### src/rtl/fetch_pkg.sv
// Shared constants and helpers for the instruction-fetch front end.
`default_nettype none

package fetch_pkg;
  localparam int          INST_W  = 32;
  localparam logic [31:0] I_NOP   = 32'h0000_0013;
  localparam int          PC_STEP = 4;

  function automatic int fq_ptr_w(input int depth);
    return $clog2(depth);
  endfunction
endpackage

`default_nettype wire

### src/rtl/fetch_queue.sv
// Circular FIFO of fetched {pc, inst} entries; head is read straight from the storage flops.
`default_nettype none

module fetch_queue
  import fetch_pkg::*;
#(
  parameter  int W     = 64,
  parameter  int DEPTH = 2,
  localparam int PTR_W = fq_ptr_w(DEPTH)
) (
  input  logic           clk,
  input  logic           rst,
  input  logic           i_push,
  input  logic           i_pop,
  input  logic           i_clear,
  input  logic [W-1:0]   i_wdata,
  output logic [W-1:0]   o_head,
  output logic [PTR_W:0] o_count,
  output logic           o_valid
);
  logic [W-1:0]     r_mem [DEPTH];
  logic [PTR_W-1:0] r_rd;
  logic [PTR_W-1:0] r_wr;
  logic [PTR_W:0]   r_count;

  // Caller guarantees no push when full without a pop, and no pop when empty.
  always_ff @(posedge clk or posedge rst) begin
    if (rst) begin
      r_rd    <= '0;
      r_wr    <= '0;
      r_count <= '0;
    end else if (i_clear) begin
      r_rd    <= '0;
      r_wr    <= '0;
      r_count <= '0;
    end else begin
      if (i_push) r_wr <= r_wr + PTR_W'(1);
      if (i_pop)  r_rd <= r_rd + PTR_W'(1);
      r_count <= r_count + {{PTR_W{1'b0}}, i_push} - {{PTR_W{1'b0}}, i_pop};
    end
  end

  always_ff @(posedge clk) begin
    if (i_push && !i_clear) r_mem[r_wr] <= i_wdata;
  end

  assign o_head  = r_mem[r_rd];
  assign o_count = r_count;
  assign o_valid = (r_count != '0);
endmodule

`default_nettype wire

### src/rtl/fetch_unit.sv
// PC register plus decoupled fetch queue feeding decode over valid/ready.
// Optional FETCH_PERF_EN adds fetch/kill performance counters.
`default_nettype none

module fetch_unit
  import fetch_pkg::*;
#(
  parameter  int              XLEN     = 32,
  parameter  logic [XLEN-1:0] RESET_PC = '0,
  parameter  int              FQ_DEPTH = 2,
  localparam int              CNT_W    = fq_ptr_w(FQ_DEPTH) + 1
) (
  input  logic              clk,
  input  logic              rst,
  output logic [XLEN-1:0]   imem_addr,
  output logic              imem_req,
  input  logic [INST_W-1:0] imem_data,
  input  logic              redirect_valid,
  input  logic [XLEN-1:0]   redirect_pc,
  output logic              id_valid,
  input  logic              id_ready,
  output logic [INST_W-1:0] id_inst,
  output logic [XLEN-1:0]   id_pc,
`ifdef FETCH_PERF_EN
  output logic [31:0]       perf_fetch_cnt,
  output logic [31:0]       perf_kill_cnt,
`endif
  output logic [CNT_W-1:0]  fq_count
);
  localparam int ENT_W = XLEN + INST_W;

  logic [XLEN-1:0]  r_pc;
  logic             w_pop;
  logic             w_push;
  logic             w_full;
  logic             w_q_valid;
  logic [ENT_W-1:0] w_head;
  logic [XLEN-1:0]  w_redir_tgt;

  assign w_full      = (fq_count == CNT_W'(FQ_DEPTH));
  assign w_pop       = w_q_valid & id_ready;
  assign w_push      = ~redirect_valid & (~w_full | w_pop);
  assign w_redir_tgt = redirect_pc & ~XLEN'(3);

  always_ff @(posedge clk or posedge rst) begin
    if (rst) begin
      r_pc <= RESET_PC;
    end else if (redirect_valid) begin
      r_pc <= w_redir_tgt;
    end else if (w_push) begin
      r_pc <= r_pc + XLEN'(PC_STEP);
    end
  end

  // Redirect clears the queue, so a simultaneous pop is simply dropped.
  fetch_queue #(
    .W     (ENT_W),
    .DEPTH (FQ_DEPTH)
  ) u_fq (
    .clk     (clk),
    .rst     (rst),
    .i_push  (w_push),
    .i_pop   (w_pop & ~redirect_valid),
    .i_clear (redirect_valid),
    .i_wdata ({r_pc, imem_data}),
    .o_head  (w_head),
    .o_count (fq_count),
    .o_valid (w_q_valid)
  );

  assign imem_addr = r_pc;
  assign imem_req  = w_push;
  assign id_valid  = w_q_valid;
  assign id_inst   = w_q_valid ? w_head[INST_W-1:0]     : I_NOP;
  assign id_pc     = w_q_valid ? w_head[ENT_W-1:INST_W] : '0;

`ifdef FETCH_PERF_EN
  logic [31:0] r_fetch_cnt;
  logic [31:0] r_kill_cnt;

  always_ff @(posedge clk or posedge rst) begin
    if (rst) begin
      r_fetch_cnt <= '0;
      r_kill_cnt  <= '0;
    end else begin
      if (w_push)         r_fetch_cnt <= r_fetch_cnt + 32'd1;
      if (redirect_valid) r_kill_cnt  <= r_kill_cnt + 32'(fq_count);
    end
  end

  assign perf_fetch_cnt = r_fetch_cnt;
  assign perf_kill_cnt  = r_kill_cnt;
`endif
endmodule

`default_nettype wire

### config.mk
export PLATFORM = sky130hd
export DESIGN_NAME = fetch_unit
export DESIGN_NICKNAME = d
export VERILOG_FILES = /design/src/rtl/fetch_pkg.sv /design/src/rtl/fetch_queue.sv /design/src/rtl/fetch_unit.sv
export SDC_FILE = /design/constraint.sdc
export NUM_CORES = 1
export LEC_CHECK = 0
export ABC_AREA = 1
export BUFFER_PORTS_ARGS = -buffer_cell sky130_fd_sc_hd__buf_2
export CAP_MARGIN = 0
export CORE_MARGIN = 4
export CORE_UTILIZATION = 54
export CTS_CLUSTER_DIAMETER = 100
export DETAILED_ROUTE_END_ITERATION = 8
export PLACE_DENSITY = 0.84
export SLEW_MARGIN = 40
export SYNTH_ARGS = -nofsm -noshare
export SYNTH_HDL_FRONTEND = slang
export SYNTH_SLANG_ARGS = --single-unit
### constraint.sdc
create_clock -name clk -period 5.17 [get_ports clk]
set_input_delay 0.7755 -clock clk [delete_from_list [all_inputs] [get_ports clk]]
set_output_delay 0.7755 -clock clk [all_outputs]
set_load 0.03 [all_outputs]
==> results.json <==
{
  "grt_use_total": 0.226,
  "htreeDepth": 4,
  "synth_cell_types": 33,
  "finalSetupTns_ps": 0,
  "postCtsSetupRepairBufs": 0,
  "pwr-share-clk": 0.295,
  "hold_path.class": "in2async",
  "first_pass_iters": 5,
  "status": "finished, final reports clean",
  "yosysSeqAreaShare": 0.649,
  "final-hold-violation-count": 0,
  "switchingPower_uw": 1750,
  "max-vdd-ir-drop_mv": 0.244,
  "reg2reg_depth": 5,
  "end_kind": "output port",
  "ant_nets": 0,
  "num_io_pins": 168,
  "critPathRequiredTime_ps": 4390,
  "skew_ps": 9.45,
  "finalPower_uw": 4610,
  "cts.sinks": 158,
  "drive_gt1_frac": 0.271,
  "die-area_mm2": 0.0149,
  "vias": 5448,
  "gp_congestion": 0.863,
  "grt.overflow.total": 0,
  "post-route-min-period_ps": 3110,
  "hold_buffers": 0,
  "start_kind": "input port",
  "p_comb_frac": 0.331,
  "rrSetupSlack_ps": 2730,
  "drc": 0,
  "clkTransAtPathRegs_ps": 60,
  "worst-slew-pin-transition_ps": 674,
  "grt_pass1_wl_mm": 25.6,
  "crit_path_max_fanout": 32,
  "rr_endpoint": "u_fq.r_mem[0][24]",
  "relSlewSlack": 0.551,
  "slew_violations": 0,
  "maxCapViolCount": 0,
  "wirelength_mm": 16.5,
  "die_y_um": 122,
  "rsz0062_at_grt": "no",
  "via_per_inst": 5.20,
  "grt_pass1_vias": 5122,
  "cpPeakStageDelay_ps": 490,
  "portBuffers": 161,
  "placed_cell_area_mm2": 0.00804,
  "antenna_found_initial": 1,
  "numCtsBuffers": 17,
  "path_cells": "buf_2, inv_2, nand2_2, inv_2, buf_2",
  "internal_power_uw": 2860,
  "cts_root_buf": "clkbuf_16",
  "rr_startpoint": "u_fq.o_count[0]",
  "syn_area_per_cell_um2": 10.1,
  "cp_num_buf_inv": 4,
  "holdWs_ps": 444,
  "fin_area_mm2": 0.00869,
  "syn_inst": 700,
  "insertion_delay_ps": 420,
  "die_w_um": 122,
  "power_frac_seq": 0.375,
  "crit_arrival_ps": 2330,
  "cts_tree": "yes",
  "synth-seq-cells": 158,
  "core_area_mm2": 0.0127,
  "hpwl_mm": 10.8,
  "swShare": 0.379,
  "fin_nets": 932,
  "rows": 41,
  "cts-resized-gates": 0,
  "clock.fmax_ghz": 0.322,
  "start_util": 0.556,
  "wl_per_cell_um": 15.7,
  "cpLargestDelayFamily": "buffers and inverters",
  "p_leak_uw": 0.00374,
  "crit_type": "in2out",
  "critical_path.slowest_cell": "buf_2",
  "cellPowerDensity_mw_per_mm2": 530,
  "grt_max_degree": 65,
  "clock_tree.buffer_depth": 2,
  "syn_area_mm2": 0.00704,
  "ys_warn_count": 0,
  "syn_to_final_growth_pct": 23.4,
  "period_share": 0.601,
  "setup_viol": 0,
  "initialDrtViolationCount": 436
}
-- synthesized netlist by cell type, drive strengths merged --
cell type	number	area (um2)
o211ai	4	30.0
a21oi	66	330
a22o	1	8.76
a31oi	1	6.26
nor2	58	295
o21bai	5	37.5
dfrtp	34	851
clkbuf	17	63.8
or2	1	6.26
nand2	265	1020
o21ai	9	45.0
edfxtp	124	3720
conb	1	3.75
nand4	1	6.26
xnor2	2	17.5
and2	2	12.5
inv	38	143
o21a	2	15.0
buf	13	82.6
xor2	8	70.1
ha	3	37.5
nor3	1	5.00
nand3	43	220
nand3b	1	7.51
-- metal layers --
metal	part of all wire	global-route usage
met5	0	0
met4	0.017	0.0756
met3	0.086	0.0590
met2	0.51	0.384
met1	0.39	0.282
-- state kept, by name, summed over array words and instances (netlist names) --
register and count:
u_fq.r_mem 124, imem_addr 30, u_fq.o_count 2, u_fq.r_rd 1
u_fq.r_wr 1
-- worst min-delay path: cells and delay by family --
| family | cells | cell delay (ps) |
|---|---|---|
| buffers and inverters | 3 | 520 |
-- layout make-up --
type                       count  area [um2]
clock buffer                  19         443
antenna                        1        2.50
multi-input combinational    477        2210
sequential                   158        4580
fill                         961        3980
timing repair buffer         169         886
inverter                      38         145
clock inverter                13         211
tap                          172         215
-- layout by cell type (no fill, tap or decap), drive strengths merged, types with 3 or more instances in the layout --
cell,count
a21oi,66
buf,169
bufinv,5
clkbuf,19
clkinv,5
conb,4
dfrtp,34
edfxtp,124
ha,3
inv,40
nand2,265
nand3,43
nor2,58
o211ai,4
o21ai,9
o21bai,5
xor2,8
-- worst max-delay path by stage --
stage	end	cells past startpoint	start
2_1_floorplan	u_fq.r_mem[0][0]	4	id_ready
3_3_place_gp	u_fq.r_mem[0][39]	5	redirect_valid
3_5_place_dp	u_fq.r_mem[0][40]	5	redirect_valid
4_1_cts	imem_req	5	redirect_valid
5_1_grt	imem_req	5	redirect_valid
6_report	imem_req	5	redirect_valid
-- cells by family (layout without fill, tap and decap cells) --
family	Yosys count	count (layout)	synth area share
buf+inv	68	239	0.0410
xor+xnor	10	10	0.0124
compound gates	88	88	0.0672
simple gates	372	372	0.224
other cells	1	5	0.000532
flops	158	158	0.649
fa+ha+maj	3	3	0.00533
-- power groups by stage --
stage	Combinational, uW	Sequential [uW]	Clock (uW)
finish	1520	1730	1360
global route	1650	1750	1440
CTS	1550	1730	1370
detailed placement	1540	1750	0
global placement	1490	1740	0
floorplan	973	1810	0
-- metrics by stage --
step / utilization / setup slack, ps / instances
floorplan: - / 980 / 703
global placement: 0.632 / 1980 / 1013
detailed placement: 0.634 / 1950 / 1014
CTS: 0.686 / 2090 / 1046
global route: 0.686 / 1960 / 1047
finish: 0.686 / 2060 / 1047
Power figures use the tool's default switching activity.
